File: src/rtl/cache_dados_wb.sv
// cache_dados_wb: direct-mapped write-back write-allocate data cache with one-word lines (optional CACHE_STATS_EN adds hit/miss counters)
module cache_dados_wb #(
    parameter int ADDR_W  = 12,
    parameter int INDEX_W = 4
) (
    input  logic              clk,
    input  logic              rst,
    input  logic [ADDR_W-1:0] address,
    input  logic [31:0]       data,
    input  logic              r_en,
    input  logic              w_en,
    output logic [31:0]       saida_cache,
    output logic              stall,
    output logic [ADDR_W-1:0] mem_address,
    output logic [31:0]       mem_wdata,
    output logic              mem_rd,
    output logic              mem_wr,
    input  logic [31:0]       mem_rdata,
`ifdef CACHE_STATS_EN
    input  logic              mem_ready,
    output logic [15:0]       hit_count,
    output logic [15:0]       miss_count
`else
    input  logic              mem_ready
`endif
);
    localparam int TAG_W = ADDR_W - INDEX_W;
    localparam int LINES = 2 ** INDEX_W;
    localparam logic [1:0] ST_IDLE  = 2'd0;
    localparam logic [1:0] ST_WB    = 2'd1;
    localparam logic [1:0] ST_ALLOC = 2'd2;

    logic [1:0]         r_state;
    logic [LINES-1:0]   r_valid;
    logic [LINES-1:0]   r_dirty;
    logic [TAG_W-1:0]   r_tag [LINES];
    logic [31:0]        r_word [LINES];
    logic [ADDR_W-1:0]  r_req_addr;
    logic [ADDR_W-1:0]  r_mem_address;
    logic [31:0]        r_mem_wdata;
    logic               r_mem_rd;
    logic               r_mem_wr;

    logic [INDEX_W-1:0] w_idx;
    logic [TAG_W-1:0]   w_tag;
    logic [INDEX_W-1:0] w_fill_idx;
    logic [TAG_W-1:0]   w_fill_tag;
    logic               w_req;
    logic               w_hit;
    logic               w_idle;

    assign w_idx       = address[INDEX_W-1:0];
    assign w_tag       = address[ADDR_W-1:INDEX_W];
    assign w_fill_idx  = r_req_addr[INDEX_W-1:0];
    assign w_fill_tag  = r_req_addr[ADDR_W-1:INDEX_W];
    assign w_req       = r_en | w_en;
    assign w_hit       = r_valid[w_idx] && (r_tag[w_idx] == w_tag);
    assign w_idle      = (r_state == ST_IDLE);
    assign mem_address = r_mem_address;
    assign mem_wdata   = r_mem_wdata;
    assign mem_rd      = r_mem_rd;
    assign mem_wr      = r_mem_wr;

    // Zero-wait hit path: stall only on a miss or while a memory transaction is open
    always_comb begin
        stall       = !w_idle || (w_req && !w_hit);
        saida_cache = (w_idle && r_en && !w_en && w_hit) ? r_word[w_idx] : '0;
    end

    // Miss FSM, line status bits and the registered memory port
    always_ff @(posedge clk or posedge rst) begin
        if (rst) begin
            r_state       <= ST_IDLE;
            r_valid       <= '0;
            r_dirty       <= '0;
            r_req_addr    <= '0;
            r_mem_address <= '0;
            r_mem_wdata   <= '0;
            r_mem_rd      <= 1'b0;
            r_mem_wr      <= 1'b0;
        end else begin
            case (r_state)
                ST_IDLE: begin
                    if (w_en && w_hit) begin
                        r_dirty[w_idx] <= 1'b1;
                    end else if (w_req && !w_hit) begin
                        r_req_addr <= address;
                        if (r_valid[w_idx] && r_dirty[w_idx]) begin
                            r_state       <= ST_WB;
                            r_mem_wr      <= 1'b1;
                            r_mem_address <= {r_tag[w_idx], w_idx};
                            r_mem_wdata   <= r_word[w_idx];
                        end else begin
                            r_state       <= ST_ALLOC;
                            r_mem_rd      <= 1'b1;
                            r_mem_address <= address;
                        end
                    end
                end
                ST_WB: begin
                    if (mem_ready) begin
                        r_dirty[w_fill_idx] <= 1'b0;
                        r_mem_wr            <= 1'b0;
                        r_mem_rd            <= 1'b1;
                        r_mem_address       <= r_req_addr;
                        r_state             <= ST_ALLOC;
                    end
                end
                ST_ALLOC: begin
                    if (mem_ready) begin
                        r_valid[w_fill_idx] <= 1'b1;
                        r_dirty[w_fill_idx] <= 1'b0;
                        r_mem_rd            <= 1'b0;
                        r_state             <= ST_IDLE;
                    end
                end
                default: r_state <= ST_IDLE;
            endcase
        end
    end

    // Tag and data arrays need no reset; validity is tracked by r_valid
    always_ff @(posedge clk) begin
        if (w_idle && w_en && w_hit) begin
            r_word[w_idx] <= data;
        end else if (r_state == ST_ALLOC && mem_ready) begin
            r_word[w_fill_idx] <= mem_rdata;
            r_tag[w_fill_idx]  <= w_fill_tag;
        end
    end

`ifdef CACHE_STATS_EN
    logic [15:0] r_hit_count;
    logic [15:0] r_miss_count;
    logic        r_refill;

    assign hit_count  = r_hit_count;
    assign miss_count = r_miss_count;

    // Saturating counters; the access completing right after a fill was already counted as a miss
    always_ff @(posedge clk or posedge rst) begin
        if (rst) begin
            r_hit_count  <= '0;
            r_miss_count <= '0;
            r_refill     <= 1'b0;
        end else begin
            r_refill <= (r_state == ST_ALLOC) && mem_ready;
            if (w_idle && w_req && w_hit && !r_refill && r_hit_count != 16'hFFFF)
                r_hit_count <= r_hit_count + 16'd1;
            if (w_idle && w_req && !w_hit && r_miss_count != 16'hFFFF)
                r_miss_count <= r_miss_count + 16'd1;
        end
    end
`endif
endmodule
File: config.mk
export PLATFORM = sky130hd
export DESIGN_NAME = cache_dados_wb
export DESIGN_NICKNAME = d
export VERILOG_FILES = /design/src/rtl/cache_dados_wb.sv
export SDC_FILE = /design/constraint.sdc
export NUM_CORES = 1
export LEC_CHECK = 0
export ABC_AREA = 1
export CAP_MARGIN = 20
export CORE_MARGIN = 2
export CORE_UTILIZATION = 31
export CTS_BUF_LIST = sky130_fd_sc_hd__clkbuf_4 sky130_fd_sc_hd__clkbuf_8
export DETAILED_ROUTE_END_ITERATION = 8
export PLACE_DENSITY = 0.52
export SLEW_MARGIN = 10
export SYNTH_ARGS = -nofsm -noshare
export SYNTH_HDL_FRONTEND = slang
export SYNTH_SLANG_ARGS = --single-unit
File: constraint.sdc
create_clock -name clk -period 3.9 [get_ports clk]
set_input_delay 0.78 -clock clk [delete_from_list [all_inputs] [get_ports clk]]
set_output_delay 0.78 -clock clk [all_outputs]
set_load 0.1 [all_outputs]
==> summary.txt <==
Run status
  • Status: complete, but fails checks
  • Failing checks: negative setup slack

STA
  • RSZ-0062 raised after global routing: yes
  • Fin. max-slew vios: 0
  • Clock skew: 58.76 ps
  • # setup viols final: 32
  • Final Hold Fails: 0
  • Slew @ Worst Pin: 1039 ps
  • Fin crit share: 107.6%
  • Post-route setup slack: -296.2 ps
  • Min cycle time layout: 4196 ps
  • Relative slew margins: ~31%
  • FMAX: 238.3 MHz

Synthesis
  • Syn nets: 2383
  • Post-synth EDFFs: 640
  • Largest family of logic cells by synthesized area: compound AO/OA/AOI/OAI gates
  • Synth Area in Adders: 0.1706%
  • Synth Area in Simple Gates: 10.52%
  • Top FF cell, synth: edfxtp_1
  • Compound-gate portion of the synthesized area: 12.20%
  • Yosys warns: 0
  • Synth Area in XOR/XNOR: 0%
  • Asr flop ratio synth: about an eighth
  • Yosys reg bits: 732
  • Mapped Avg Cell Area: 12.77 um^2
  • Mapped Area: slightly below 30000 um^2
  • Syn Inst Count: between 2000 and 2500
  • Count of cell types in the netlist: 35
  • Mux cell area share after synthesis: 0%
  • Register area share after synthesis: 73.34%

Critical path
  • Crit path launch type: primary input
  • Critical Path RT: roughly 3100 ps
  • CP Max Fanout: 5
  • Crit Path Class: primary input to output port
  • Crit. End Element: output port
  • Critical path arrival: 3420 ps

Clock tree
  • Cts-stage hold buffer count: 0
  • Clk_lat worst skew: 820 ps
  • CTS tree: built
  • CTS Buf Count: 131
  • Worst-path clk slew: 60 ps
  • Root Buffer: clkbuf_8
  • CTS max path bufs: 3
  • H-tree levels: 4
  • Clock Sink Count: 732

Power
  • Pint: 15520 uW
  • Clock power share: between 30% and 40%
  • Net Sw Frac: 34.24%
  • Comb pwr share: 25.4%
  • Worst vdd ir: roughly 0.46 mV
  • Sw Pwr: 8079 uW
  • Leakage power: between 0.01 and 0.015 uW
  • Sequential share of power: between 40% and 50%
  • Power per Cell Area: 615.0 nW/um^2

Placement
  • I/O Buffers: 159
  • Dpl hpwl: 53510 um
  • RePlAce Congestion: 0.8315
  • Worst slack, placed: -803.2 ps

Final layout
  • Fill count: 8772
  • Share of post-route cells with drive strength above 1: 20.80%
  • Area of the multi-input gates: 7169 um^2
  • Area delta synth->final: 30.76%
  • Final #Nets: 2779
  • Reg area: 21520 um^2
  • Final core utilization: 40.99%

Route
  • Final WL: ~87000 um
  • Vias: 20080
  • DR WL/cell: 21.56 um
  • Drt pass-1 iters: 7
  • First DRT Iteration DRCs: 1726
  • Antenna-violating nets left: 0
  • DR vias/cell: 4.954
  • DRC viols: 0

Die
  • Die area: 97140 um^2
  • # IOs: 160
  • Row count: around 110
  • Die height: between 300 and 400 um
  • DIE WIDTH: 311.7 um
  • Core box area: 93610 um^2
  • Initial Util: 31.35%

GRT
  • Overflow after GRT: 0
  • Antenna violations before repair: 2
  • First-pass GRT wire length: 129200 um
  • Pin count of the biggest net entering global routing: 72
  • Vias in the first global route: 20280
  • GRT Overall Usage: 17.78%

Run
  • MaxCap Viol Count: 0

Hold path
  • Min-delay worst type: flip-flop to flip-flop
## kinds of logic after synthesis
family | after synthesis
buf+inv | 257
fa+ha+maj | 4
simple gates | 746
compound gates | 559
flops | 732
## power by group through the flow
stage | Combinational (uW) | Sequential, uW | Clock (uW)
6_report | 5990 | 10300 | 7300
5_1_grt | 6350 | 10400 | 7840
4_1_cts | 5990 | 10300 | 7490
3_5_place_dp | 5940 | 10500 | 0
3_3_place_gp | 5880 | 10400 | 0
2_1_floorplan | 1870 | 12000 | 0
## per-layer routing
metal	routed length, um	global-route usage (%)	up-vias
met1	38540	24.12	9961
met5	0	0	-
li1	-	-	9224
met2	41120	28.33	757
met4	2183	6.359	0
met3	5528	3.574	135
## sequential cells by signal, indices dropped and copies added, names as in the netlist
name / flops
mem_address: 12
r_state: 2
r_word: 512
mem_wr: 1
r_req_addr: 12
mem_rd: 1
r_dirty: 16
mem_wdata: 32
r_valid: 16
r_tag: 128
## metrics by stage
step / setup TNS [ps] / hold slack [ps] / std cells / cell area (um^2) / total power, uW
4_1_cts: -8201 / 430.3 / 4049 / 38260 / 23790
2_1_floorplan: -202040 / 427.5 / 2298 / 29580 / 13890
5_1_grt: -12280 / 471.2 / 4053 / 38370 / 24580
6_report: -7999 / 463.0 / 4053 / 38370 / 23600
3_3_place_gp: -533580 / 441.8 / 3795 / 35300 / 16310
3_5_place_dp: -569820 / 444.7 / 3795 / 35300 / 16410
## worst max-delay path, stage by stage
cell and delay [ps]:
buf_6 90, buf_6 120, buf_12 120, buf_8 130, nor2_4 140, inv_4 70
o22ai_2 180, o21ai_2 90, nand4_1 230, nand2_1 110, nor3_2 120, nand2_1 70
or3_4 560, buf_16 240, nor2_4 160, buf_12 200
## synthesized netlist by cell type, types with 2 or more instances
cell type	number	area, um^2
a21oi_1	137	685.7
a22oi_1	264	1982
buf_1	12	45.04
buf_2	32	160.2
buf_4	6	45.04
buf_6	9	101.4
clkbuf_1	70	262.8
clkbuf_2	2	10.01
clkinv_1	3	11.26
dfrtp_1	92	2302
edfxtp_1	640	19220
ha_1	4	50.05
inv_1	114	427.9
inv_2	6	22.52
inv_4	3	18.77
nand2_1	511	1918
nand2_2	3	18.77
nand3_1	77	385.4
nand4_1	3	18.77
nor2_1	108	405.4
nor2_2	3	18.77
nor2_4	4	45.04
nor3_1	2	10.01
o21a_1	40	300.3
o21ai_0	68	340.3
o21ai_1	37	185.2
o22ai_1	9	56.30
or4_1	32	240.2
## cell type report
type | count | area share, %
antenna | 1 | 0.006522
timing repair buffer | 394 | 12.83
sequential | 732 | 56.09
multi-input combinational | 1309 | 18.69
inverter | 126 | 1.288
tap | 1254 | 4.089
clock buffer | 180 | 5.772
clock inverter | 57 | 1.242
## placed cells by master (no fill, tap or decap), types with 40 or more instances in the layout
cell             synthesis  layout
edfxtp_1               640     640
nand2_1                511     501
a22oi_1                264     264
clkbuf_8                 0     138
a21oi_1                137     137
buf_4                    6     133
clkdlybuf4s50_1          0     122
buf_12                   0     121
inv_1                  114     111
dfrtp_1                 92      92
nand3_1                 77      77
o21ai_0                 68      67
nor2_1                 108      55
nor2_4                   4      55
clkbuf_4                 0      42
o21a_1                  40      40
## what timing repair did
item / CTS / global route
gates cloned: 2 / 1
pin swaps: 9 / 12
buffers inserted: 15 / 2
setup endpoints to repair: 33 / 33
resized for setup: 38 / 25
## final timing paths
kind | cells past startpoint | from | end | slack, ps
setup / recovery | 16 | address[1] | saida_cache[0] | -300
hold / removal | 2 | r_valid[9]$_DFFE_PP0P_ | r_valid[9]$_DFFE_PP0P_ | 460
setup reg to reg | 15 | r_valid[8]$_DFFE_PP0P_ | r_word[13][14]$_DFFE_PP_ | 580
hold reg to reg | 2 | r_valid[9]$_DFFE_PP0P_ | r_valid[9]$_DFFE_PP0P_ | 460
max in group asynchronous | 3 | rst | r_req_addr[10]$_DFFE_PP0P_ | 2640
min in group asynchronous | 2 | rst | r_req_addr[4]$_DFFE_PP0P_ | 480
(Power assumes the default switching activity.)
